[src/rtl/convolucion_ventana_multicanal_if.sv]
// Window-job / result bundle for the multichannel convolution engine.
// master drives jobs and collects results; slave is the engine side.
interface convolucion_ventana_multicanal_if #(
    parameter int BITS_PIXEL            = 8,
    parameter int BITS_ELEMENTO_MASCARA = 10,
    parameter int TAMANO_MAX            = 5,
    parameter int CANALES               = 3,
    parameter int BITS_DENOMINADOR      = 10
);
    localparam int N = TAMANO_MAX * TAMANO_MAX;

    logic                                ventana_pixeles_lista;
    logic                                listo_para_ventana;
    logic [2:0]                          tamano_mascara;
    logic [1:0]                          modo;
    logic [BITS_DENOMINADOR-1:0]         denominador;
    logic [N*BITS_ELEMENTO_MASCARA-1:0]  mascara;
    logic [CANALES*N*BITS_PIXEL-1:0]     ventana;
    logic [CANALES*BITS_PIXEL-1:0]       pixel_resultado;
    logic                                pixel_calculado;
    logic                                error_parametro;

    modport master (
        output ventana_pixeles_lista, tamano_mascara, modo,
        output denominador, mascara, ventana,
        input  listo_para_ventana, pixel_resultado,
        input  pixel_calculado, error_parametro
    );

    modport slave (
        input  ventana_pixeles_lista, tamano_mascara, modo,
        input  denominador, mascara, ventana,
        output listo_para_ventana, pixel_resultado,
        output pixel_calculado, error_parametro
    );
endinterface

[src/rtl/convolucion_ventana_multicanal.sv]
// Multichannel window convolution: one shared signed mask, one element
// per cycle for all channels, then divide/shift and clamp to pixel range.
module convolucion_ventana_multicanal #(
    parameter int BITS_PIXEL            = 8,
    parameter int BITS_ELEMENTO_MASCARA = 10,
    parameter int TAMANO_MAX            = 5,
    parameter int CANALES               = 3,
    parameter int BITS_DENOMINADOR      = 10
) (
    input logic clk,
    input logic reset,
    convolucion_ventana_multicanal_if.slave bus
);
    localparam int N  = TAMANO_MAX * TAMANO_MAX;
    localparam int BP = BITS_PIXEL;
    localparam int BM = BITS_ELEMENTO_MASCARA;
    localparam int BD = BITS_DENOMINADOR;
    localparam int IW = (N > 1) ? $clog2(N) : 1;
    localparam int AW = BP + BM + $clog2(N);
    localparam int PW = BM + BP + 1;
    localparam int DW = (AW > BD) ? AW : BD;
    localparam logic [DW-1:0] MAXP = DW'((64'd1 << BP) - 64'd1);

    typedef enum logic [1:0] {ESPERA, ACUMULA, DIVIDE, ENTREGA} estado_t;

    estado_t                 estado_q, estado_d;
    logic [N*BM-1:0]         mascara_q, mascara_d;
    logic [CANALES*N*BP-1:0] ventana_q, ventana_d;
    logic [1:0]              modo_q, modo_d;
    logic [BD-1:0]           den_q, den_d;
    logic [IW-1:0]           idx_q, idx_d;
    logic [IW-1:0]           ultimo_q, ultimo_d;
    logic                    invalido_q, invalido_d;
    logic                    listo_q, listo_d;
    logic                    calculado_q, calculado_d;
    logic                    error_q, error_d;
    logic [CANALES*BP-1:0]   resultado_q, resultado_d;
    logic signed [AW-1:0]    acc_q [CANALES];
    logic signed [AW-1:0]    acc_d [CANALES];

    logic                    acepta;
    logic                    valido;
    logic [5:0]              lado_cuadrado;
    logic signed [PW-1:0]    coef;
    logic signed [PW-1:0]    pix [CANALES];
    logic signed [PW-1:0]    prod [CANALES];
    logic [AW-1:0]           magnitud [CANALES];
    logic signed [AW-1:0]    desplazado [CANALES];
    logic [DW-1:0]           cociente [CANALES];
    logic [DW-1:0]           valor [CANALES];
    logic [DW-1:0]           divisor;
    logic [CANALES*BP-1:0]   salida;

    assign acepta = bus.ventana_pixeles_lista && listo_q;

    // Job validity and element count from the incoming request.
    always_comb begin
        lado_cuadrado = {3'b0, bus.tamano_mascara} * {3'b0, bus.tamano_mascara};
        valido = bus.tamano_mascara[0]
              && (int'(bus.tamano_mascara) <= TAMANO_MAX)
              && ((bus.modo == 2'b10) || (bus.denominador != '0));
    end

    // Mask element times zero-extended pixel for the current index.
    always_comb begin
        coef = PW'($signed(mascara_q[int'(idx_q)*BM +: BM]));
        for (int c = 0; c < CANALES; c++) begin
            pix[c]  = $signed(PW'(ventana_q[(c*N + int'(idx_q))*BP +: BP]));
            prod[c] = coef * pix[c];
        end
    end

    // Final scaling per channel; negative results clamp to zero.
    always_comb begin
        divisor = (den_q == '0) ? DW'(1) : DW'(den_q);
        salida  = '0;
        for (int c = 0; c < CANALES; c++) begin
            magnitud[c]   = acc_q[c][AW-1] ? $unsigned(-acc_q[c])
                                           : $unsigned(acc_q[c]);
            desplazado[c] = acc_q[c] >>> den_q[4:0];
            cociente[c]   = DW'(magnitud[c]) / divisor;
            unique case (modo_q)
                2'b10:   valor[c] = desplazado[c][AW-1] ? '0
                                    : DW'($unsigned(desplazado[c]));
                2'b01:   valor[c] = cociente[c];
                default: valor[c] = acc_q[c][AW-1] ? '0 : cociente[c];
            endcase
            salida[c*BP +: BP] = (valor[c] > MAXP) ? '1 : valor[c][BP-1:0];
        end
    end

    // Sequencer next-state: accept, accumulate, scale, deliver.
    always_comb begin
        estado_d    = estado_q;
        mascara_d   = mascara_q;
        ventana_d   = ventana_q;
        modo_d      = modo_q;
        den_d       = den_q;
        idx_d       = idx_q;
        ultimo_d    = ultimo_q;
        invalido_d  = invalido_q;
        resultado_d = resultado_q;
        listo_d     = 1'b0;
        calculado_d = 1'b0;
        error_d     = 1'b0;
        for (int c = 0; c < CANALES; c++) begin
            acc_d[c] = acc_q[c];
        end
        unique case (estado_q)
            ESPERA: begin
                listo_d = 1'b1;
                if (acepta) begin
                    listo_d    = 1'b0;
                    mascara_d  = bus.mascara;
                    ventana_d  = bus.ventana;
                    modo_d     = bus.modo;
                    den_d      = bus.denominador;
                    idx_d      = '0;
                    ultimo_d   = IW'(lado_cuadrado - 6'd1);
                    invalido_d = !valido;
                    for (int c = 0; c < CANALES; c++) begin
                        acc_d[c] = '0;
                    end
                    estado_d = valido ? ACUMULA : DIVIDE;
                end
            end
            ACUMULA: begin
                for (int c = 0; c < CANALES; c++) begin
                    acc_d[c] = acc_q[c] + AW'(prod[c]);
                end
                idx_d = idx_q + IW'(1);
                if (idx_q == ultimo_q) begin
                    estado_d = DIVIDE;
                end
            end
            DIVIDE: begin
                resultado_d = invalido_q ? '0 : salida;
                calculado_d = 1'b1;
                error_d     = invalido_q;
                estado_d    = ENTREGA;
            end
            ENTREGA: begin
                listo_d  = 1'b1;
                estado_d = ESPERA;
            end
            default: estado_d = ESPERA;
        endcase
    end

    // State and registered outputs; reset aborts any job in flight.
    always_ff @(posedge clk or negedge reset) begin
        if (!reset) begin
            estado_q    <= ESPERA;
            mascara_q   <= '0;
            ventana_q   <= '0;
            modo_q      <= '0;
            den_q       <= '0;
            idx_q       <= '0;
            ultimo_q    <= '0;
            invalido_q  <= 1'b0;
            listo_q     <= 1'b0;
            calculado_q <= 1'b0;
            error_q     <= 1'b0;
            resultado_q <= '0;
            for (int c = 0; c < CANALES; c++) begin
                acc_q[c] <= '0;
            end
        end else begin
            estado_q    <= estado_d;
            mascara_q   <= mascara_d;
            ventana_q   <= ventana_d;
            modo_q      <= modo_d;
            den_q       <= den_d;
            idx_q       <= idx_d;
            ultimo_q    <= ultimo_d;
            invalido_q  <= invalido_d;
            listo_q     <= listo_d;
            calculado_q <= calculado_d;
            error_q     <= error_d;
            resultado_q <= resultado_d;
            for (int c = 0; c < CANALES; c++) begin
                acc_q[c] <= acc_d[c];
            end
        end
    end

    assign bus.listo_para_ventana = listo_q;
    assign bus.pixel_resultado    = resultado_q;
    assign bus.pixel_calculado    = calculado_q;
    assign bus.error_parametro    = error_q;

endmodule

[src/flat_wrapper.sv]
// flat-port wrapper written by rule: the top's interface ports become plain ports
module convolucion_ventana_multicanal_flat 
#(
    parameter int BITS_PIXEL            = 8,
    parameter int BITS_ELEMENTO_MASCARA = 10,
    parameter int TAMANO_MAX            = 5,
    parameter int CANALES               = 3,
    parameter int BITS_DENOMINADOR      = 10
)
  (clk, reset, bus_ventana_pixeles_lista, bus_tamano_mascara, bus_modo, bus_denominador, bus_mascara, bus_ventana, bus_listo_para_ventana, bus_pixel_resultado, bus_pixel_calculado, bus_error_parametro);
  convolucion_ventana_multicanal_if #(.BITS_PIXEL(BITS_PIXEL), .BITS_ELEMENTO_MASCARA(BITS_ELEMENTO_MASCARA), .TAMANO_MAX(TAMANO_MAX), .CANALES(CANALES), .BITS_DENOMINADOR(BITS_DENOMINADOR)) bus_i ();
  input logic clk;
  input logic reset;
  input wire logic [$bits(bus_i.ventana_pixeles_lista)-1:0] bus_ventana_pixeles_lista;
  input wire logic [$bits(bus_i.tamano_mascara)-1:0] bus_tamano_mascara;
  input wire logic [$bits(bus_i.modo)-1:0] bus_modo;
  input wire logic [$bits(bus_i.denominador)-1:0] bus_denominador;
  input wire logic [$bits(bus_i.mascara)-1:0] bus_mascara;
  input wire logic [$bits(bus_i.ventana)-1:0] bus_ventana;
  output wire logic [$bits(bus_i.listo_para_ventana)-1:0] bus_listo_para_ventana;
  output wire logic [$bits(bus_i.pixel_resultado)-1:0] bus_pixel_resultado;
  output wire logic [$bits(bus_i.pixel_calculado)-1:0] bus_pixel_calculado;
  output wire logic [$bits(bus_i.error_parametro)-1:0] bus_error_parametro;
  assign bus_i.ventana_pixeles_lista = bus_ventana_pixeles_lista;
  assign bus_i.tamano_mascara = bus_tamano_mascara;
  assign bus_i.modo = bus_modo;
  assign bus_i.denominador = bus_denominador;
  assign bus_i.mascara = bus_mascara;
  assign bus_i.ventana = bus_ventana;
  assign bus_listo_para_ventana = bus_i.listo_para_ventana;
  assign bus_pixel_resultado = bus_i.pixel_resultado;
  assign bus_pixel_calculado = bus_i.pixel_calculado;
  assign bus_error_parametro = bus_i.error_parametro;
  convolucion_ventana_multicanal #(.BITS_PIXEL(BITS_PIXEL), .BITS_ELEMENTO_MASCARA(BITS_ELEMENTO_MASCARA), .TAMANO_MAX(TAMANO_MAX), .CANALES(CANALES), .BITS_DENOMINADOR(BITS_DENOMINADOR)) u_core (.clk(clk), .reset(reset), .bus(bus_i));
endmodule
[config.mk]
export PLATFORM = sky130hd
export DESIGN_NAME = convolucion_ventana_multicanal_flat
export DESIGN_NICKNAME = d
export VERILOG_FILES = /design/src/rtl/convolucion_ventana_multicanal_if.sv /design/src/rtl/convolucion_ventana_multicanal.sv /design/src/flat_wrapper.sv
export SDC_FILE = /design/constraint.sdc
export NUM_CORES = 2
export LEC_CHECK = 0
export CAP_MARGIN = 40
export CORE_MARGIN = 1
export CORE_UTILIZATION = 55
export DETAILED_ROUTE_END_ITERATION = 8
export PLACE_DENSITY_LB_ADDON = 0.12
export SLEW_MARGIN = 20
export SYNTH_ARGS = -nofsm -noshare
export SYNTH_HDL_FRONTEND = slang
export SYNTH_SLANG_ARGS = --single-unit
export TNS_END_PERCENT = 1
[constraint.sdc]
create_clock -name clk -period 62.9 [get_ports clk]
set_input_delay 15.725 -clock clk [delete_from_list [all_inputs] [get_ports clk]]
set_output_delay 15.725 -clock clk [all_outputs]
set_load 0.05 [all_outputs]
==> impl_metrics.toml <==
[timing]
setup_viol = 0
tightest_slew_ns = 1.078
max_freq_ghz = 0.01696
slew_violations = 0
hold_violations = 0
finClkSkew_ns = 0.07564
min_period_ns = 58.97
fin_crit_sh = 0.9376
rsz0062_at_grt = "true"
finalWorstSetupSlack_ns = 3.926
slew_headroom = 0.2794

[worst_setup_path]
reg2reg_depth = 259
crit_arrival_ns = 59.58
cpPeakStageDelay_ns = 0.60
crit_type = "flip-flop to flip-flop"
crit_fanout = 20
cp.required_ns = 63.51
endpoint_kind = "flip-flop"
crit_path_top_delay_cell = "or4_1"
cp-start-kind = "flip-flop"
crit_path_frequent_cell = "o21a_1"

[yosys]
synth-seq-cells = 970
syn_nets = 11210
synth_area_um2 = 92310
synth_edf_count = 0
synth_cell_types = 131
synth-async-reset-ratio = 1.000
ys.flop_type = "dfrtp_1"
ys_seq_area_frac = 0.2629
postSynthCellCount = 9357
ys.warnings.count = 0
syn_avg_cell_area_um2 = 9.866

[cells_and_area]
syn_to_final_growth_pct = 17.53
fin_cells = 12510
final_common_cell = "mux2_2"
nets = 12000
drive_gt1_frac = 0.1934
layout_common_cells = "mux2_2 (1034), dfrtp_1 (961), clkdlybuf4s50_1 (893), ha_1 (728), nand2_1 (714)"

[clock_network]
root_buffer = "clkbuf_16"
cts.path.max_buffers = 3
htreeDepth = 3
clock_latency_ns = 0.78
clk_pin_slew_ns = 0.07
cts_tree = "done"
clock-sinks = 970
holdBufCountCts = 0
numCtsBuffers = 107

[floorplanning]
die_h_um = 411.7
die_area_um2 = 169500
die_w_um = 411.7
core_area_um2 = 165700
row_count = 149
pin_count = 895
start_util = 0.5570

[placement]
preCtsSetupSlack_ns = 0.8789
finalWeightedCongestion = 1.013
hpwl_mm = 258.1
placedCellCount = 12190
io_buffers = 894

[grt]
grt_pass1_vias = 79270
grt_max_degree = 195
grtUsageTotal = 0.3776
grt_pass1_wl_mm = 488.4
overflow = 0
antenna_found_initial = 130

[detailed_routing]
drcViolationCount = 0
wire_per_inst_um = 26.16
route.top_layer_used = "met5"
wl_mm = 327.3
drtIter0Drc = 7159
drtPass1Iterations = 8
met2WireLength_mm = 150.9
ant_nets = 0
routed-wl-met3_mm = 29.07
via_per_inst = 6.437
wl_met1_mm = 127.8
vias = 80510

[run_status]
status = "finished, final reports clean"

[run]
max-cap-violations = 0

[min_path]
whs_path_depth = 1
worstHoldPathType = "flip-flop to flip-flop"
==> final timing paths <==
path,end,slack (ns),start
setup / recovery,u_core.bus.pixel_resultado[16]$_DFFE_PN0P_,3.93,u_core.acc_q[0]$_DFFE_PN0P_
hold / removal,u_core.ventana_q[157]$_DFFE_PN0P_,0.50,u_core.ventana_q[157]$_DFFE_PN0P_
setup reg to reg,u_core.bus.pixel_resultado[16]$_DFFE_PN0P_,3.93,u_core.acc_q[0]$_DFFE_PN0P_
hold reg to reg,u_core.ventana_q[157]$_DFFE_PN0P_,0.50,u_core.ventana_q[157]$_DFFE_PN0P_
max in group asynchronous,u_core.ventana_q[71]$_DFFE_PN0P_,44.67,reset
min in group asynchronous,u_core.mascara_q[3]$_DFFE_PN0P_,14.92,reset
==> routing by layer <==
layer | global-route usage | vias to the layer above
met1 | 0.4769 | 39970
li1 | - | 36430
met2 | 0.5913 | 3201
met5 | 0 | -
met3 | 0.09356 | 822
met4 | 0.2117 | 90
==> worst max-delay path: cells and delay by family (launching register included) <==
family          cells  cell delay (ns)
compound gates    151            34.26
simple gates       65            13.43
fa+ha+maj          24             7.21
buf+inv            15             2.15
mux                 4             1.24
flops               1             0.45
==> synth_stat cells, types with 100 or more instances <==
cell,instances,area (um2)
o21ai_0,343,1717
mux4_2,315,7094
mux2i_1,144,1441
inv_1,498,1869
xnor2_1,253,2216
ha_1,728,9109
a21oi_1,426,2132
fa_1,261,5225
nand3_1,127,635.6
nor2_1,630,2365
o31ai_1,174,1306
xor2_1,100,875.8
a21o_1,125,938.4
nor3_1,363,1817
clkbuf_1,315,1182
nand2_1,715,2684
dfrtp_1,970,24270
mux2_2,1034,11640
o21a_1,321,2410
==> flip-flops by register name (all words and copies together) (netlist names), 2 cells and up <==
name	flops
u_core.idx_q	5
u_core.ultimo_q	4
u_core.mascara_q	250
u_core.estado_q	2
u_core.modo_q	2
u_core.bus.pixel_resultado	24
u_core.ventana_q	600
u_core.den_q	10
u_core.acc_q	69
==> metrics by stage <==
stage                     utilization  setup TNS, ns  hold slack (ns)  cell area, um2
after detailed placement       0.6266              0           0.4719          103800
final                          0.6547              0           0.4973          108500
after CTS                      0.6497              0           0.4971          107700
after global routing           0.6544        -0.1888           0.5050          108500
after floorplan                     -              0           0.4654           92310
after global placement         0.6246              0           0.4733          103500
==> cell families (layout without fill, tap and decap cells) <==
family	after synthesis	after routing	share of synthesized area
simple gates	2522	2523	0.1329
compound gates	2109	2109	0.1575
mux	1501	1501	0.2197
fa+ha+maj	989	989	0.1553
flops	970	970	0.2629
buf+inv	913	1789	0.03815
xor+xnor	353	353	0.03349
other cells	0	85	0
==> timing repair <==
item,in CTS,in global routing
buffers inserted,0,22
resized for setup,0,63
setup endpoints to repair,0,5
==> cell type report <==
cell class	count	area [um2]
inverters	507	1912
repair buffers	1082	10700
clock buffers	155	3139
diodes	85	212.7
fillers	13170	57230
well taps	2189	2739
multi-input cells	7475	64810
clock inverters	45	691.9
flip-flops and latches	970	24300
Power is not shown: default switching activity piles up to over one toggle a cycle in this logic, so the estimate is an artifact.
